`src/rtl/stopwatch_pkg.sv`:
```
// Shared types and constants for the stopwatch controller and its BCD digit chain.
package stopwatch_pkg;

  typedef enum logic [1:0] {
    IDLE  = 2'd0,
    RUN   = 2'd1,
    LAP   = 2'd2,
    PAUSE = 2'd3
  } sw_state_t;

  localparam logic [3:0] BCD_MAX = 4'd9;
  localparam int         BCD_W   = 4;

  // Prescaler width: $clog2 of the divide ratio, never narrower than one bit.
  function automatic int pre_width(input int div);
    return (div <= 2) ? 1 : $clog2(div);
  endfunction

endpackage

```
`src/rtl/stopwatch_if.sv`:
```
// Button-pulse inputs and display-side outputs of the stopwatch controller.
interface stopwatch_if
  import stopwatch_pkg::*;
#(
  parameter int DIGITS = 4
);

  // Pulses are single-cycle strobes sampled on every rising clk edge; there is
  // no ready/acknowledge. Outputs are valid in every cycle outside reset.
  logic                      start_stop;
  logic                      lap;
  logic                      clear;
  logic [BCD_W*DIGITS-1:0]   count;
  logic [BCD_W*DIGITS-1:0]   display;
  logic                      running;
  logic                      overflow;
  sw_state_t                 state;

  modport master (
    output start_stop, lap, clear,
    input  count, display, running, overflow, state
  );

  modport slave (
    input  start_stop, lap, clear,
    output count, display, running, overflow, state
  );

endinterface

```
`src/rtl/stopwatch_bcd_digit.sv`:
```
// One decade counter of the stopwatch chain; carry feeds the next digit's enable.
module bcd_digit
  import stopwatch_pkg::*;
(
  input  logic             clk,
  input  logic             rst,
  input  logic             clr,
  input  logic             en,
  output logic [BCD_W-1:0] q,
  output logic             carry
);

  logic [BCD_W-1:0] r_q;

  always_ff @(posedge clk or posedge rst) begin
    if (rst) begin
      r_q <= '0;
    end else if (clr) begin
      r_q <= '0;
    end else if (en) begin
      r_q <= (r_q == BCD_MAX) ? '0 : r_q + 1'b1;
    end
  end

  assign q     = r_q;
  assign carry = en && (r_q == BCD_MAX);

endmodule

```
`src/rtl/stopwatch_controller.sv`:
```
// Start/stop/lap/clear sequencing, count prescaler and cascaded BCD digit chain.
module stopwatch_controller
  import stopwatch_pkg::*;
#(
  parameter int DIGITS   = 4,
  parameter int TICK_DIV = 10
)(
  input  logic        clk,
  input  logic        rst,
  stopwatch_if.slave  sw
);

  localparam int             PW       = pre_width(TICK_DIV);
  localparam logic [PW-1:0]  PRE_LAST = PW'(TICK_DIV - 1);

  sw_state_t               r_state;
  logic [PW-1:0]           r_pre;
  logic [BCD_W*DIGITS-1:0] r_lap;
  logic                    r_running;
  logic                    r_overflow;

  logic                    w_active;
  logic                    w_tick;
  logic                    w_clr;
  logic [DIGITS:0]         w_en;
  logic [BCD_W*DIGITS-1:0] w_count;

  assign w_active = (r_state == RUN) || (r_state == LAP);
  assign w_tick   = w_active && (r_pre == PRE_LAST);
  assign w_clr    = (r_state == PAUSE) && sw.clear;
  assign w_en[0]  = w_tick;

  for (genvar g = 0; g < DIGITS; g++) begin : g_digit
    bcd_digit u_digit (
      .clk   (clk),
      .rst   (rst),
      .clr   (w_clr),
      .en    (w_en[g]),
      .q     (w_count[g*BCD_W +: BCD_W]),
      .carry (w_en[g+1])
    );
  end

  // Prescaler holds in PAUSE so a resumed run loses no partial tick.
  always_ff @(posedge clk or posedge rst) begin
    if (rst) begin
      r_pre <= '0;
    end else begin
      case (r_state)
        RUN, LAP: r_pre <= (r_pre == PRE_LAST) ? '0 : r_pre + 1'b1;
        PAUSE:    r_pre <= w_clr ? '0 : r_pre;
        default:  r_pre <= '0;
      endcase
    end
  end

  always_ff @(posedge clk or posedge rst) begin
    if (rst) begin
      r_state    <= IDLE;
      r_lap      <= '0;
      r_running  <= 1'b0;
      r_overflow <= 1'b0;
    end else begin
      case (r_state)
        IDLE: begin
          if (sw.start_stop) begin
            r_state   <= RUN;
            r_running <= 1'b1;
          end
        end
        RUN: begin
          if (sw.start_stop) begin
            r_state   <= PAUSE;
            r_running <= 1'b0;
          end else if (sw.lap) begin
            r_state <= LAP;
            r_lap   <= w_count;
          end
        end
        LAP: begin
          if (sw.start_stop) begin
            r_state   <= PAUSE;
            r_running <= 1'b0;
          end else if (sw.lap) begin
            r_state <= RUN;
          end
        end
        PAUSE: begin
          if (sw.clear) begin
            r_state <= IDLE;
          end else if (sw.start_stop) begin
            r_state   <= RUN;
            r_running <= 1'b1;
          end
        end
        default: begin
          r_state   <= IDLE;
          r_running <= 1'b0;
        end
      endcase

      // A wrap and a clear cannot coincide: wraps only happen in RUN/LAP.
      if (w_clr) begin
        r_overflow <= 1'b0;
      end else if (w_en[DIGITS]) begin
        r_overflow <= 1'b1;
      end
    end
  end

  assign sw.count    = w_count;
  assign sw.display  = (r_state == LAP) ? r_lap : w_count;
  assign sw.running  = r_running;
  assign sw.overflow = r_overflow;
  assign sw.state    = r_state;

endmodule
```
`src/flat_wrapper.sv`:
```
// flat-port wrapper written by rule: the top's interface ports become plain ports
module stopwatch_controller_flat import stopwatch_pkg::*;
#(
  parameter int DIGITS   = 4,
  parameter int TICK_DIV = 10
)
  (clk, rst, sw_start_stop, sw_lap, sw_clear, sw_count, sw_display, sw_running, sw_overflow, sw_state);
  stopwatch_if #(.DIGITS(DIGITS)) sw_i ();
  input  logic clk;
  input  logic rst;
  input wire logic [$bits(sw_i.start_stop)-1:0] sw_start_stop;
  input wire logic [$bits(sw_i.lap)-1:0] sw_lap;
  input wire logic [$bits(sw_i.clear)-1:0] sw_clear;
  output wire logic [$bits(sw_i.count)-1:0] sw_count;
  output wire logic [$bits(sw_i.display)-1:0] sw_display;
  output wire logic [$bits(sw_i.running)-1:0] sw_running;
  output wire logic [$bits(sw_i.overflow)-1:0] sw_overflow;
  output wire logic [$bits(sw_i.state)-1:0] sw_state;
  assign sw_i.start_stop = sw_start_stop;
  assign sw_i.lap = sw_lap;
  assign sw_i.clear = sw_clear;
  assign sw_count = sw_i.count;
  assign sw_display = sw_i.display;
  assign sw_running = sw_i.running;
  assign sw_overflow = sw_i.overflow;
  assign sw_state = sw_i.state;
  stopwatch_controller #(.DIGITS(DIGITS), .TICK_DIV(TICK_DIV)) u_core (.clk(clk), .rst(rst), .sw(sw_i));
endmodule
```
`config.mk`:
```
export PLATFORM = sky130hd
export DESIGN_NAME = stopwatch_controller_flat
export DESIGN_NICKNAME = d
export VERILOG_FILES = /design/src/rtl/stopwatch_pkg.sv /design/src/rtl/stopwatch_if.sv /design/src/rtl/stopwatch_bcd_digit.sv /design/src/rtl/stopwatch_controller.sv /design/src/flat_wrapper.sv
export SDC_FILE = /design/constraint.sdc
export NUM_CORES = 1
export LEC_CHECK = 0
export BUFFER_PORTS_ARGS = -buffer_cell sky130_fd_sc_hd__buf_2
export CORE_MARGIN = 2
export CORE_UTILIZATION = 50
export CTS_CLUSTER_SIZE = 16
export DETAILED_ROUTE_END_ITERATION = 8
export PLACE_DENSITY = 0.73
export SETUP_SLACK_MARGIN = 0.2
export SYNTH_ARGS = -nofsm -noshare
export SYNTH_HDL_FRONTEND = slang
export SYNTH_SLANG_ARGS = --single-unit
export TNS_END_PERCENT = 10
```
`constraint.sdc`:
```
create_clock -name clk -period 4.25 [get_ports clk]
set_clock_uncertainty 0.1 [all_clocks]
set_input_delay 0.2125 -clock clk [delete_from_list [all_inputs] [get_ports clk]]
set_output_delay 0.2125 -clock clk [all_outputs]
set_load 0.05 [all_outputs]
```
==> metrics <==
status finished clean; top_reg_cell synth dfrtp_1; core area 0.00429 mm^2; top-area cell type share of the netlist area 45.7%; Filler cells 384; Period Utilization, post-route 60.2%; Detailed Routing Iterations Pass 1 4; # H-tree levels 2; CTS Buf Count 5; startpoint types flop; Seq/Total Area, Yosys 45.7%; total wire length 4.19 mm; Max clock buf depth 2; Antenna Cells 0; DRC viols 0; worst path buffer plus inverter count 2; Tmin final 2.56 ns; setup TNS 0 ns; Post-Syn Nets 226; Synth area leaders dfrtp_1 46%, mux2_2 12%, ha_1 8.0%; Critical Path Slowest Stage Cell ha_1; largest net degree at the start of global routing 41; root buf cell clkbuf_8; die width 70.2 um; Max Clk Rate 0.391 GHz; RSZ-0062 raised after global routing false; Max Cap Violations 0; PostCTS Resize Cnt 0; Top delay family on crit path adder cells; fin worst setup slack 1.69 ns; layout cells sized above 1 31.5%; IO Pins 41; hold-fix buffers at CTS 1; mean area per synthesized cell 10.6 um^2; hold_ws 0.0894 ns; Core Util, Final 60.0%; most frequent cells in the layout 40 x buf_2, 40 x dfrtp_1, 24 x mux2_2, 22 x nand2_1; average wire per standard cell 13.8 um; Final Max Tran Viols 0; post-CTS setup buffers 0; Area Overhead vs Synth 17.7%; vias in the first global route 1593; Final Hold Viols 0; Post-Synthesis Cells 207; Synthesis Warnings 0; Initial Utilization 51.0%; gr usage total 18.4%; post-synthesis register bit count 40; initial drt markers 91; Cell variety after synth 37; # nets final 269; CP Capture Type output port; Cell Area, Synth 0.00219 mm^2; Post-synth EDFFs 0; Final setup violation count 0; CTS clk-pin slew, worst paths 0.07 ns; Clk Latency, worst-skew pair 0.29 ns; via count 1663; drt via density 5.49; initial antenna violation count 0; Sink Count 40; Async SR Flop Fraction 100%; Die Span Y 70.2 um; total congestion overflow 0; first-pass GRT wire length 7.24 mm; GPL Wtd Cong 0.808; Max-slew headroom 36.3%; die footprint 0.00492 mm^2; required time worst endpoint 3.94 ns; min-delay worst type in2reg; area leader, netlist dfrtp_1; slew at the pin closest to its max-slew limit 0.956 ns; critical path, cell by cell inv_1 > ha_1 > mux2_2 > buf_2; CTS tree built; CP Class reg2out; Setup WS pre-CTS 1.99 ns; # port buffers 40; Critical Path Fanout Max 22; row count 24; WP data arrival 2.24 ns; HPWL after DPL 2.88 mm; DRT antenna net count 0; slowest cell delay on critical path 0.80 ns
## sequential cells by signal, summed over array words and instances (netlist names)
register                  flops
u_core.r_lap                 16
u_core.sw.overflow            1
u_core.sw.state               2
u_core.r_pre                  4
u_core.g_digit.u_digit.q     16
u_core.sw.running             1
## synthesized netlist by cell type, types with 3 or more instances
| master | n |
|---|---|
| nand3_1 | 4 |
| o21ai_0 | 13 |
| ha_1 | 14 |
| nor2_1 | 14 |
| inv_1 | 9 |
| or3_1 | 3 |
| mux2_2 | 24 |
| nand2b_1 | 4 |
| a311oi_1 | 3 |
| clkbuf_1 | 5 |
| a21oi_1 | 10 |
| nand3b_1 | 4 |
| nand2_1 | 22 |
| nor3_1 | 8 |
| mux2i_1 | 4 |
| dfrtp_1 | 40 |
## routing by layer
layer	GRT usage (%)	routed length [um]	up-vias	share of wire (%)
met5	0	0	-	0
met4	6.84	66	0	1.6
met3	3.75	165	8	3.9
met2	30.9	1900	44	45
met1	23.4	2060	791	49
li1	-	-	820	-
## cells by family (layout without fill, tap and decap cells)
| logic type | Yosys count | after routing | share of synthesized area, % |
|---|---|---|---|
| adder cells (fa/ha/maj) | 14 | 14 | 8.00 |
| AND/OR/NAND/NOR | 71 | 71 | 18.1 |
| XOR/XNOR | 2 | 2 | 0.800 |
| buffers and inverters | 15 | 59 | 2.57 |
| AO/OA/AOI/OAI | 37 | 37 | 10.6 |
| flip-flops | 40 | 40 | 45.7 |
| multiplexers | 28 | 28 | 14.2 |
## cell type report
| class | instances | area, um^2 | area share [%] |
|---|---|---|---|
| multi-input combinational | 152 | 1130 | 44.0 |
| timing repair buffer | 42 | 218 | 8.45 |
| sequential | 40 | 1000 | 38.9 |
| clock inverter | 1 | 30.0 | 1.17 |
| inverter | 9 | 33.8 | 1.31 |
| tap | 52 | 65.1 | 2.53 |
| clock buffer | 7 | 96.3 | 3.74 |
## path summary, 6_finish.rpt
kind / from / end / slack, ns / cells after the start
worst max-delay path: u_core.sw.state[0] / sw_display[4] / 1.69 / 4
worst min-delay path: sw_start_stop / u_core.sw.running / 0.09 / 2
worst max register to register: u_core.sw.state[0] / u_core.g_digit[3].u_digit.q[3] / 1.97 / 6
worst min register to register: u_core.r_lap[13] / u_core.r_lap[13] / 0.39 / 2
max in group asynchronous: rst / u_core.sw.state[0] / 3.22 / 4
min in group asynchronous: rst / u_core.r_lap[2] / 0.47 / 4
## stage by stage
| stage | area, um^2 | std cells |
|---|---|---|
| floorplan | 2190 | 207 |
| global placement | 2440 | 294 |
| detailed placement | 2440 | 294 |
| CTS | 2580 | 303 |
| global route | 2580 | 303 |
| finish | 2580 | 303 |
Power is not shown: default switching activity piles up to over one toggle a cycle in this logic, so the estimate is an artifact.
